**config.mk**
```make
export PLATFORM = sky130hd
export DESIGN_NAME = uart_rx_ctrl
export DESIGN_NICKNAME = d
export VERILOG_FILES = /design/src/rtl/uart_rx_ctrl_pkg.sv /design/src/rtl/uart_rx_ctrl_fifo.sv /design/src/rtl/uart_rx_ctrl.sv
export SDC_FILE = /design/constraint.sdc
export NUM_CORES = 1
export LEC_CHECK = 0
export ABC_CLOCK_PERIOD_IN_PS = 6220
export BUFFER_PORTS_ARGS = -buffer_cell sky130_fd_sc_hd__buf_4
export CAP_MARGIN = 20
export CORE_ASPECT_RATIO = 0.5
export CORE_MARGIN = 10
export CORE_UTILIZATION = 62
export DETAILED_ROUTE_END_ITERATION = 12
export PLACE_DENSITY = 0.89
export REMOVE_ABC_BUFFERS = 1
export SYNTH_ARGS = -nofsm -noshare
export SYNTH_HDL_FRONTEND = slang
export SYNTH_HIERARCHICAL = 1
export SYNTH_SLANG_ARGS = --single-unit
```
**constraint.sdc**
```tcl
create_clock -name clk -period 6.22 [get_ports clk]
set_input_delay 0.622 -clock clk [delete_from_list [all_inputs] [get_ports clk]]
set_output_delay 0.622 -clock clk [all_outputs]
set_load 0.03 [all_outputs]
```
**src/rtl/uart_rx_ctrl_pkg.sv**
```systemverilog
// Shared types and constants for the UART receive control slice.
// Optional idle-timeout feature is selected with UART_RX_CTRL_TIMEOUT_EN.
package uart_rx_ctrl_pkg;

  typedef enum logic [1:0] {
    ST_OFF   = 2'd0,
    ST_RUN   = 2'd1,
    ST_DRAIN = 2'd2,
    ST_APPLY = 2'd3
  } state_e;

  typedef struct packed {
    logic       parity_en;
    logic       parity_type;
    logic [5:0] prescale;
  } cfg_t;

  localparam int               ERR_CNT_W   = 8;
  localparam logic [ERR_CNT_W-1:0] ERR_CNT_MAX = 8'd255;

endpackage

```
**src/rtl/uart_rx_ctrl_fifo.sv**
```systemverilog
// Synchronous first-word-fall-through FIFO; a push into a full FIFO is taken
// only when a pop happens in the same cycle.
module uart_rx_ctrl_fifo #(
  parameter int DATA_WIDTH = 8,
  parameter int DEPTH      = 8
) (
  input  logic                         clk,
  input  logic                         rst,
  input  logic                         push_i,
  input  logic                         pop_i,
  input  logic [DATA_WIDTH-1:0]        data_i,
  output logic [DATA_WIDTH-1:0]        data_o,
  output logic [$clog2(DEPTH+1)-1:0]   count_o,
  output logic                         full_o,
  output logic                         empty_o,
  output logic                         push_acc_o
);
  localparam int AW = $clog2(DEPTH);
  localparam int CW = $clog2(DEPTH+1);

  logic [DATA_WIDTH-1:0] mem_q [DEPTH];
  logic [AW-1:0]         wptr_q, rptr_q;
  logic [CW-1:0]         count_q;
  logic                  do_push_s, do_pop_s;

  assign full_o     = (count_q == CW'(DEPTH));
  assign empty_o    = (count_q == {CW{1'b0}});
  assign do_pop_s   = pop_i & ~empty_o;
  assign do_push_s  = push_i & (~full_o | do_pop_s);
  assign push_acc_o = do_push_s;
  assign data_o     = mem_q[rptr_q];
  assign count_o    = count_q;

  // storage array, written on accepted pushes
  always_ff @(posedge clk) begin
    if (do_push_s) begin
      mem_q[wptr_q] <= data_i;
    end
  end

  // pointers wrap naturally because DEPTH is a power of two
  always_ff @(posedge clk) begin
    if (rst) begin
      wptr_q  <= {AW{1'b0}};
      rptr_q  <= {AW{1'b0}};
      count_q <= {CW{1'b0}};
    end else begin
      if (do_push_s) wptr_q <= wptr_q + AW'(1);
      if (do_pop_s)  rptr_q <= rptr_q + AW'(1);
      case ({do_push_s, do_pop_s})
        2'b10:   count_q <= count_q + CW'(1);
        2'b01:   count_q <= count_q - CW'(1);
        default: count_q <= count_q;
      endcase
    end
  end

endmodule

```
**src/rtl/uart_rx_ctrl.sv**
```systemverilog
// Receive control: enable gating, between-frame config apply, receive FIFO and
// error status. Define UART_RX_CTRL_TIMEOUT_EN to build the idle-timeout flag.
module uart_rx_ctrl
  import uart_rx_ctrl_pkg::*;
#(
  parameter int DATA_WIDTH       = 8,
  parameter int FIFO_DEPTH       = 8,
  parameter int PRESCALE_DEFAULT = 8,
  parameter int TIMEOUT_CYCLES   = 256
) (
  input  logic                            clk,
  input  logic                            rst,
  input  logic                            ctrl_enable,
  input  logic                            cfg_wr,
  input  logic                            cfg_parity_en,
  input  logic                            cfg_parity_type,
  input  logic [5:0]                      cfg_prescale,
  output logic                            cfg_busy,
  output logic                            rx_en,
  output logic                            rx_parity_en,
  output logic                            rx_parity_type,
  output logic [5:0]                      rx_prescale,
  input  logic                            rx_busy,
  input  logic [DATA_WIDTH-1:0]           rx_data,
  input  logic                            rx_data_valid,
  input  logic                            rx_parity_err,
  input  logic                            rx_stop_err,
  output logic [DATA_WIDTH-1:0]           m_data,
  output logic                            m_valid,
  input  logic                            m_ready,
  output logic [$clog2(FIFO_DEPTH+1)-1:0] fifo_count,
  output logic                            overrun,
  output logic [7:0]                      par_err_cnt,
  output logic [7:0]                      stop_err_cnt,
  input  logic                            err_clr,
  output logic                            rx_timeout
);
  localparam cfg_t CFG_RESET = '{parity_en: 1'b0, parity_type: 1'b0,
                                 prescale: 6'(PRESCALE_DEFAULT)};

  state_e                 state_q;
  cfg_t                   shadow_q, rx_cfg_q;
  logic                   cfg_busy_q, rx_en_q, overrun_q;
  logic [ERR_CNT_W-1:0]   par_cnt_q, stop_cnt_q;
  logic                   wr_try_s, wr_acc_s, pop_s, full_s, empty_s;

  // frames flagged with any error are counted but never stored
  assign wr_try_s = rx_data_valid & ~rx_parity_err & ~rx_stop_err;
  assign pop_s    = ~empty_s & m_ready;

  uart_rx_ctrl_fifo #(
    .DATA_WIDTH (DATA_WIDTH),
    .DEPTH      (FIFO_DEPTH)
  ) u_fifo (
    .clk        (clk),
    .rst        (rst),
    .push_i     (wr_try_s),
    .pop_i      (pop_s),
    .data_i     (rx_data),
    .data_o     (m_data),
    .count_o    (fifo_count),
    .full_o     (full_s),
    .empty_o    (empty_s),
    .push_acc_o (wr_acc_s)
  );

  // control FSM; the applied config only changes on entry to APPLY (rx_en=0)
  always_ff @(posedge clk) begin
    if (rst) begin
      state_q    <= ST_OFF;
      rx_en_q    <= 1'b0;
      cfg_busy_q <= 1'b0;
      shadow_q   <= CFG_RESET;
      rx_cfg_q   <= CFG_RESET;
    end else begin
      case (state_q)
        ST_OFF: begin
          if (cfg_busy_q) begin
            state_q <= ST_APPLY; rx_en_q <= 1'b0; rx_cfg_q <= shadow_q; cfg_busy_q <= 1'b0;
          end else if (ctrl_enable) begin
            state_q <= ST_RUN; rx_en_q <= 1'b1;
          end else begin
            state_q <= ST_OFF; rx_en_q <= 1'b0;
          end
        end
        ST_RUN: begin
          if (!ctrl_enable || cfg_busy_q) begin
            if (rx_busy) begin
              state_q <= ST_DRAIN; rx_en_q <= 1'b1;
            end else if (cfg_busy_q) begin
              state_q <= ST_APPLY; rx_en_q <= 1'b0; rx_cfg_q <= shadow_q; cfg_busy_q <= 1'b0;
            end else begin
              state_q <= ST_OFF; rx_en_q <= 1'b0;
            end
          end else begin
            state_q <= ST_RUN; rx_en_q <= 1'b1;
          end
        end
        ST_DRAIN: begin
          if (rx_busy) begin
            state_q <= ST_DRAIN; rx_en_q <= 1'b1;
          end else if (cfg_busy_q) begin
            state_q <= ST_APPLY; rx_en_q <= 1'b0; rx_cfg_q <= shadow_q; cfg_busy_q <= 1'b0;
          end else begin
            state_q <= ST_OFF; rx_en_q <= 1'b0;
          end
        end
        ST_APPLY: begin
          if (ctrl_enable) begin
            state_q <= ST_RUN; rx_en_q <= 1'b1;
          end else begin
            state_q <= ST_OFF; rx_en_q <= 1'b0;
          end
        end
        default: begin
          state_q <= ST_OFF; rx_en_q <= 1'b0;
        end
      endcase
      if (cfg_wr) begin
        shadow_q   <= '{parity_en: cfg_parity_en, parity_type: cfg_parity_type,
                        prescale: cfg_prescale};
        cfg_busy_q <= 1'b1;
      end
    end
  end

  // sticky overrun and saturating error counters; err_clr has priority
  always_ff @(posedge clk) begin
    if (rst || err_clr) begin
      overrun_q  <= 1'b0;
      par_cnt_q  <= {ERR_CNT_W{1'b0}};
      stop_cnt_q <= {ERR_CNT_W{1'b0}};
    end else begin
      if (wr_try_s && !wr_acc_s)                    overrun_q  <= 1'b1;
      if (rx_parity_err && par_cnt_q != ERR_CNT_MAX) par_cnt_q  <= par_cnt_q + ERR_CNT_W'(1);
      if (rx_stop_err && stop_cnt_q != ERR_CNT_MAX)  stop_cnt_q <= stop_cnt_q + ERR_CNT_W'(1);
    end
  end

`ifdef UART_RX_CTRL_TIMEOUT_EN
  localparam int TW = (TIMEOUT_CYCLES > 2) ? $clog2(TIMEOUT_CYCLES) : 1;
  localparam logic [TW-1:0] IDLE_MAX = TW'(TIMEOUT_CYCLES - 1);

  logic [TW-1:0] idle_q;
  logic          timeout_q;

  // idle timer runs only while data sits unread with no FIFO activity
  always_ff @(posedge clk) begin
    if (rst) begin
      idle_q    <= {TW{1'b0}};
      timeout_q <= 1'b0;
    end else if (wr_acc_s || pop_s || empty_s) begin
      idle_q    <= {TW{1'b0}};
      timeout_q <= 1'b0;
    end else if (idle_q == IDLE_MAX) begin
      idle_q    <= idle_q;
      timeout_q <= 1'b1;
    end else begin
      idle_q    <= idle_q + TW'(1);
      timeout_q <= timeout_q;
    end
  end

  assign rx_timeout = timeout_q;
`else
  assign rx_timeout = 1'b0;
`endif

  assign cfg_busy       = cfg_busy_q;
  assign rx_en          = rx_en_q;
  assign rx_parity_en   = rx_cfg_q.parity_en;
  assign rx_parity_type = rx_cfg_q.parity_type;
  assign rx_prescale    = rx_cfg_q.prescale;
  assign m_valid        = ~empty_s;
  assign overrun        = overrun_q;
  assign par_err_cnt    = par_cnt_q;
  assign stop_err_cnt   = stop_cnt_q;

endmodule

```
==> results of run 1 <==
==> power by group <==
group	leakage (nW)	internal (mW)	switching [mW]	total (mW)
Clock	0.300	0.662	0.346	1.01
Sequential	0.983	0.807	0.0101	0.817
Combinational	1.02	0.0408	0.0601	0.101
Total	2.31	1.51	0.417	1.93
==> routing by layer <==
| layer | GRT usage (%) | vias up | share of wire (%) |
|---|---|---|---|
| li1 | - | 1568 | - |
| met1 | 23.4 | 1623 | 42 |
| met2 | 30.6 | 157 | 50 |
| met3 | 6.39 | 20 | 6.5 |
| met4 | 8.07 | 0 | 1.5 |
| met5 | 0 | - | 0 |
==> sequential cells by signal, indices dropped and copies added, names as in the netlist, named ones only <==
| signal | count |
|---|---|
| state_q | 2 |
| u_fifo/count_o | 4 |
| cfg_busy | 1 |
| overrun | 1 |
| shadow_q | 8 |
| rx_parity_type | 1 |
| rx_prescale | 6 |
| rx_en | 1 |
| stop_err_cnt | 8 |
| u_fifo/mem_q | 64 |
| par_err_cnt | 8 |
| rx_parity_en | 1 |
| u_fifo/rptr_q | 3 |
| u_fifo/wptr_q | 3 |
==> worst max path at each step <==
stage                 startpoint                 end  slack (ns)  cells past startpoint
5_1_grt                 register           m_data[3]        2.95                      3
3_3_place_gp             m_ready  u_fifo/mem_q[4][0]        3.42                      7
2_1_floorplan      rx_parity_err  u_fifo/mem_q[0][0]        3.36                      3
4_1_cts                 register           m_data[3]        3.00                      3
3_5_place_dp   u_fifo/count_o[0]  u_fifo/mem_q[4][0]        3.17                      8
6_report                register           m_data[3]        3.04                      3
==> cell type report <==
class	count	area (sq um)
sequential	114	2920
clock inverter	12	154
fill	426	1410
tap	108	135
multi-input combinational	230	1880
inverter	12	45.0
clock buffer	20	467
timing repair buffer	71	531
==> worst reg2reg max path, stage by stage (launching register included) <==
cell and delay [ns]:
dfxtp_1 0.48, or3_4 0.23, nor2_1 0.06, nor2b_1 0.41
o21ai_2 0.18, or2_2 0.35, inv_1 0.09, ha_1 0.27
a21oi_1 0.32, nor4bb_1 0.32, o21bai_1 0.12, a31oi_1 0.13
==> metrics by stage <==
stage                     cells  setup slack, ns  cell area [sq um]
after floorplan             356             3.36               4840
after global placement      534             3.42               5510
after detailed placement    534             3.17               5510
after CTS                   566             3.00               6130
after global routing        567             2.95               6130
final                       567             3.04               6130
==> reports/qor.txt, run 1 <==
H-tree Lvls: 4
Antenna violations before repair: 0
Delay-heaviest family, CP: multiplexers
Critical path endpoint category: primary output
DIE AREA: 12200 sq um
Hold Path Origin: cfg_prescale[3]
Register-to-Register Path Depth: 11
TNS Setup: 0 ns
Status: finished, final reports clean
CP arrival: 2.56 ns
Clock root cell: clkbuf_16
Post-layout util: 81.3%
Wire per inst: 20.1 um
Hold Path Depth: 2
Final hold vios: 0
Core footprint: 7540 sq um
Syn Inst Count: 374
DP Wirelength: 7120 um
Largest net degree at the start of global routing: 37
Leakage power: 2.31 nW
CTS tree: done
Reg2reg start: u_fifo/count_o[0]
Hold_ws: 0.424 ns
Die H: 83.2 um
Post-Route WL: 11400 um
Synth warn: 6
DR iter-0 viols: 230
IR drop worst, VDD: 0.239 mV
Post_cts resized: 0
Final ANT Viol Nets: 0
Layout cells sized above 1: 26.4%
FF-to-FF setup slack: 3.17 ns
Vias: 3368
First-pass GRT wire length: 18400 um
Slowest cell on the critical path: dfxtp_1
Hold endpoint: shadow_q[3]
Starting Density: 65.6%
CTS Hold Bufs: 0
Crit Path Class: register to primary output
Area Overhead vs Synth: 23.8%
DR DRC count: 0
Clock Latency Late Sink: 0.41 ns
Commonest non-fill, non-tap cells in the layout: buf_4 (70), edfxtp_1 (64), dfxtp_1 (50)
Avg Cell Area, Syn: 13.2 sq um
Pre-antenna DRT Iters: 5
Crit path required time: 5.60 ns
Vias in the first global route: 3414
Final worst-path cycle share: 51.1%
Setup repair bufs after CTS: 0
Final Skew: 0.00691 ns
F_max: 0.315 GHz
Buf+Inv Stages, Crit Path: 1
Post-Syn Area: 4950 sq um
Clock sink count: 114
RSZ-0062 raised after global routing: no
Slew @ Worst Pin: 0.961 ns
MaxCap Viol Count: 0
Final max-slew violation count: 0
CP Cell Sequence: mux4_1 > mux2_2 > buf_4
Cts bufs inserted: 17
Most common cell after layout, fill and taps aside: buf_4
Worst R2R End: u_fifo/count_o[3]
Total Power: 1.93 mW
Worst-path clk slew: 0.06 ns
Routability cong.: 0.882
Crit-path max cell delay: 0.93 ns
Total GRT Usage: 19.1%
Worst slew margin: 35.7%
# rows: 22
IO Port Bufs: 65
Minimum clock period: 3.18 ns
Min-delay worst type: input port to register
Pwr Density: 314 nW/um^2
Max Fanout on Critical Path: 16
Ports: 67
Max clock buf depth: 2
Inserted Diodes: 0
Final net count: 484
Startpoint class of the critical path: register
# setup viols final: 0
DR vias/cell: 5.94
Die X: 146 um
Overflow left after global routing: 0
No activity file was read; power rests on OpenSTA's default activity.
==> inputs of run 2 (changes only) <==
--- a/config.mk
+++ b/config.mk
@@ -5,14 +5,14 @@
 export SDC_FILE = /design/constraint.sdc
 export NUM_CORES = 1
 export LEC_CHECK = 0
-export ABC_CLOCK_PERIOD_IN_PS = 6220
+export ABC_CLOCK_PERIOD_IN_PS = 2950
 export BUFFER_PORTS_ARGS = -buffer_cell sky130_fd_sc_hd__buf_4
 export CAP_MARGIN = 20
 export CORE_ASPECT_RATIO = 0.5
 export CORE_MARGIN = 10
-export CORE_UTILIZATION = 62
+export CORE_UTILIZATION = 57
 export DETAILED_ROUTE_END_ITERATION = 12
-export PLACE_DENSITY = 0.89
+export PLACE_DENSITY = 0.83
 export REMOVE_ABC_BUFFERS = 1
 export SYNTH_ARGS = -nofsm -noshare
 export SYNTH_HDL_FRONTEND = slang
==> constraint.sdc (replaced) <==
create_clock -name clk -period 2.95 [get_ports clk]
set_input_delay 0.295 -clock clk [delete_from_list [all_inputs] [get_ports clk]]
set_output_delay 0.295 -clock clk [all_outputs]
set_load 0.03 [all_outputs]
==> run 2 against run 1 <==
Against the previous run:
- highest routed layer unchanged
- die area increased by 7.1%
- final area decreased by 0.22%
- critical path type is now register to register
- sequential cell count unchanged
- sequential share of layout area increased by 0.13 points
- largest power group unchanged
- final cell count increased by 1.1%
==> reports/qor.txt, run 2 (synthesized netlist as in run 1, its figures left out) <==
Max reg flops: 64
Most used routing layer: met2
CP arrival: 3.06 ns
Vias: 3209
DIE AREA: 13000 sq um
DR DRC count: 0
Wire per inst: 17.5 um
# setup viols final: 0
DR vias/cell: 5.60
Worst-path clk slew: 0.06 ns
Area Overhead vs Synth: 23.6%
Die H: 85.9 um
F_max: 0.367 GHz
Hold_ws: 0.107 ns
Post-layout util: 74.3%
Pre-antenna DRT Iters: 4
TNS Setup: 0 ns
Startpoint class of the critical path: register
Status: finished, final reports clean
DP Wirelength: 6630 um
Clock Latency Late Sink: 0.41 ns
Vias in the first global route: 3302
MaxCap Viol Count: 0
Max clock buf depth: 2
Grt met3 use: 5.03%
Fill cell count: 566
Final Skew: 0.00645 ns
Cts bufs inserted: 17
IO Port Bufs: 65
Die X: 152 um
Largest net degree at the start of global routing: 37
Core footprint: 8230 sq um
Critical path endpoint category: register
Largest Register: u_fifo/mem_q
Final hold vios: 0
DP Worst Slack: 0.261 ns
Clock root cell: clkbuf_16
Max Fanout on Critical Path: 8
RSZ-0062 raised after global routing: no
Leakage power: 2.29 nW
Most common cell after layout, fill and taps aside: buf_4
Antenna violations before repair: 0
Setup repair bufs after CTS: 0
Commonest non-fill, non-tap cells in the layout: buf_4 (72), edfxtp_1 (64), dfxtp_1 (49)
Inserted Diodes: 0
DR iter-0 viols: 235
Slew @ Worst Pin: 0.846 ns
Total Power: 3.91 mW
Ports: 67
H-tree Lvls: 4
Final max-slew violation count: 0
Minimum clock period: 2.73 ns
Final worst setup slack: 0.223 ns
Total GRT Usage: 15.9%
IR drop worst, VDD: 0.432 mV
Pwr Density: 640 nW/um^2
Layout cells sized above 1: 27.1%
Met2 Use GR: 26.4%
Met1 Use GR: 18.6%
Final net count: 486
Crit Path Class: register to register
Worst slew margin: 43.4%
First-pass GRT wire length: 16500 um
Overflow left after global routing: 0
# rows: 23
CTS tree: done
Min-delay worst type: input port to register
Routability cong.: 0.824
Crit path required time: 3.28 ns
Starting Density: 60.2%
Post-Route WL: 10000 um
Clock sink count: 114
Final worst-path cycle share: 92.4%
Final ANT Viol Nets: 0
run 2: final cells by class:
| class | instances | area [sq um] | share of cell area [%] |
|---|---|---|---|
| clock buffers | 17 | 425 | 6.95 |
| clock inverters | 15 | 158 | 2.58 |
| inverters | 12 | 45.0 | 0.736 |
| multi-input cells | 230 | 1880 | 30.7 |
| flip-flops and latches | 114 | 2920 | 47.8 |
| well taps | 112 | 140 | 2.29 |
| repair buffers | 73 | 548 | 8.96 |
run 2: final timing paths:
| check | start | end | slack, ns | cells past startpoint |
|---|---|---|---|---|
| setup reg to reg | u_fifo/count_o[1] | u_fifo/count_o[3] | 0.22 | 12 |
| hold / removal | cfg_prescale[3] | shadow_q[3] | 0.11 | 2 |
| setup / recovery | u_fifo/count_o[1] | u_fifo/count_o[3] | 0.22 | 12 |
| hold reg to reg | shadow_q[5] | rx_prescale[5] | 0.46 | 2 |
run 2: report_power, final:
| part | leakage [nW] | internal [mW] | switching (mW) | total, mW |
|---|---|---|---|---|
| clock network | 0.276 | 1.25 | 0.735 | 1.98 |
| logic | 1.03 | 0.0866 | 0.125 | 0.212 |
| registers | 0.983 | 1.70 | 0.0180 | 1.72 |
| total | 2.29 | 3.04 | 0.878 | 3.91 |
run 2: through the flow:
stage          area [sq um]  instances
6_report               6120        573
5_1_grt                6120        573
4_1_cts                6110        572
3_5_place_dp           5530        540
3_3_place_gp           5530        540
2_1_floorplan          4840        356
run 2: timing repair:
action,CTS,global route
gates resized for setup,0,1
hold buffers,0,0
endpoints found under the setup margin,0,1
run 2: layer usage:
| metal | wire [um] | share of wire [%] |
|---|---|---|
| met1 | 4510 | 45 |
| met2 | 4990 | 50 |
| met3 | 446 | 4.4 |
| met4 | 93 | 0.93 |
| met5 | 0 | 0 |
run 2: critical path, stage by stage (launching register included):
cell,delay [ns]
dfxtp_1,0.37
or3_4,0.45
nor2_1,0.14
nor2b_1,0.07
buf_4,0.16
o21ai_2,0.10
or2_2,0.17
inv_1,0.06
ha_1,0.32
a21oi_1,0.27
nor4bb_1,0.29
o21bai_1,0.12
a31oi_1,0.13
==> inputs of run 3 (changes only) <==
--- a/config.mk
+++ b/config.mk
@@ -9,9 +9,9 @@
 export BUFFER_PORTS_ARGS = -buffer_cell sky130_fd_sc_hd__buf_4
 export CAP_MARGIN = 20
 export CORE_ASPECT_RATIO = 0.5
-export CORE_MARGIN = 10
 export CORE_UTILIZATION = 57
 export DETAILED_ROUTE_END_ITERATION = 12
+export HOLD_SLACK_MARGIN = 0.06
 export PLACE_DENSITY = 0.83
 export REMOVE_ABC_BUFFERS = 1
 export SYNTH_ARGS = -nofsm -noshare
==> run 3 against run 2 <==
Against the previous run:
- via count up 1.9%
- non-clock buffer count up 3
- total power down 2.5%
- final cell count up 0.52%
- die area down 30%
- clock power down 5%
- clock skew up 0.0076 ns
==> reports/qor.txt, run 3 (synthesized netlist as in run 1, its figures left out) <==
DP Wirelength: 6060 um
Setup repair bufs after CTS: 0
IO Port Bufs: 65
FF-to-FF setup slack: 0.35 ns
Core footprint: 8200 sq um
Final net count: 489
F_max: 0.384 GHz
Total Power: 3.82 mW
Minimum clock period: 2.60 ns
Area Overhead vs Synth: 23.4%
DR DRC count: 0
Vias in the first global route: 3027
TNS Setup: 0 ns
Overflow left after global routing: 0
Vias: 3271
Post-Route WL: 9750 um
DR iter-0 viols: 208
Buf+Inv Stages, Crit Path: 1
Slowest cell on the critical path: dfxtp_1
Most common cell after layout, fill and taps aside: buf_4
RSZ-0062 raised after global routing: no
Status: finished, final reports clean
Die H: 67.9 um
# rows: 23
Startpoint class of the critical path: register
CTS tree: done
Pre-antenna DRT Iters: 4
DR vias/cell: 5.68
Ports: 67
H-tree Lvls: 4
CP Cell Sequence: or3_4 > nor2_1 > nor2b_1 > o21ai_2 > or2_2 > inv_1 > ha_1 > a21oi_1 > nor4bb_1 > o21bai_1 > a31oi_1
Max Fanout on Critical Path: 8
Delay-heaviest family, CP: simple AND/OR/NAND/NOR gates
Post-layout util: 74.5%
IR drop worst, VDD: 0.442 mV
Critical path endpoint category: register
Final Skew: 0.0141 ns
Min-delay worst type: input port to register
DIE AREA: 9090 sq um
Wire per inst: 16.9 um
Antenna violations before repair: 0
Starting Density: 60.4%
Clock root cell: clkbuf_16
Pwr Density: 625 nW/um^2
Final max-slew violation count: 0
Post_cts resized: 0
CTS Hold Bufs: 0
Clock sink count: 114
# setup viols final: 0
Total GRT Usage: 23.3%
Commonest non-fill, non-tap cells in the layout: buf_4 (76), edfxtp_1 (64), dfxtp_1 (50)
Die X: 134 um
Cts bufs inserted: 17
Leakage power: 2.30 nW
Crit Path Class: register to register
Crit-path max cell delay: 0.48 ns
Layout cells sized above 1: 27.2%
Final worst-path cycle share: 88.2%
Final ANT Viol Nets: 0
Crit path required time: 3.29 ns
Max clock buf depth: 2
Largest net degree at the start of global routing: 37
Largest Register: u_fifo/mem_q
Inserted Diodes: 0
MaxCap Viol Count: 0
Clock Latency Late Sink: 0.41 ns
Routability cong.: 0.797
Slew @ Worst Pin: 0.701 ns
Worst slew margin: 53.1%
First-pass GRT wire length: 15300 um
Final hold vios: 0
Worst-path clk slew: 0.05 ns
CP arrival: 2.94 ns
Max reg flops: 64
run 3: cell count changes in the layout (fill, tap and decap cells not counted), sizes merged:
cell      change
buf           +4
bufinv        -1
clkbuf        +1
clkinv        +3
clkinvlp      -1
inv           -3
run 3: path summary, 6_finish.rpt:
kind	from	end	cells past startpoint
worst max-delay path	u_fifo/count_o[0]	u_fifo/count_o[3]	11
worst min-delay path	cfg_prescale[3]	shadow_q[3]	2
worst max register to register	u_fifo/count_o[0]	u_fifo/count_o[3]	11
worst min register to register	shadow_q[7]	rx_parity_en	2
run 3: per-layer routing:
| metal | global-route usage [%] | share of wire (%) | up-vias |
|---|---|---|---|
| li1 | - | - | 1583 |
| met1 | 28.0 | 43 | 1580 |
| met2 | 39.6 | 51 | 94 |
| met3 | 7.63 | 5.3 | 14 |
| met4 | 9.66 | 1.5 | 0 |
| met5 | 0 | 0 | - |
run 3: final cells by class:
type	count	area, sq um
Inverter	12	45.0
Tap cell	112	140
Clock buffer	19	443
Fill cell	534	2090
Multi-Input combinational cell	230	1880
Timing Repair Buffer	76	571
Clock inverter	13	113
Sequential cell	114	2920
run 3: where the power goes:
part           internal (mW)  total [mW]  switching (mW)
combinational         0.0866       0.212           0.126
sequential              1.70        1.72          0.0192
clock                   1.17        1.88           0.709
run 3: stage by stage:
stage	hold slack, ns	std cells	worst slack, ns	area, sq um
3_3_place_gp	0.453	544	0.549	5560
3_5_place_dp	0.463	544	0.367	5560
4_1_cts	0.0795	576	0.365	6110
6_report	0.0951	576	0.347	6110
5_1_grt	0.0972	576	0.0893	6110
2_1_floorplan	0.364	356	0.148	4840
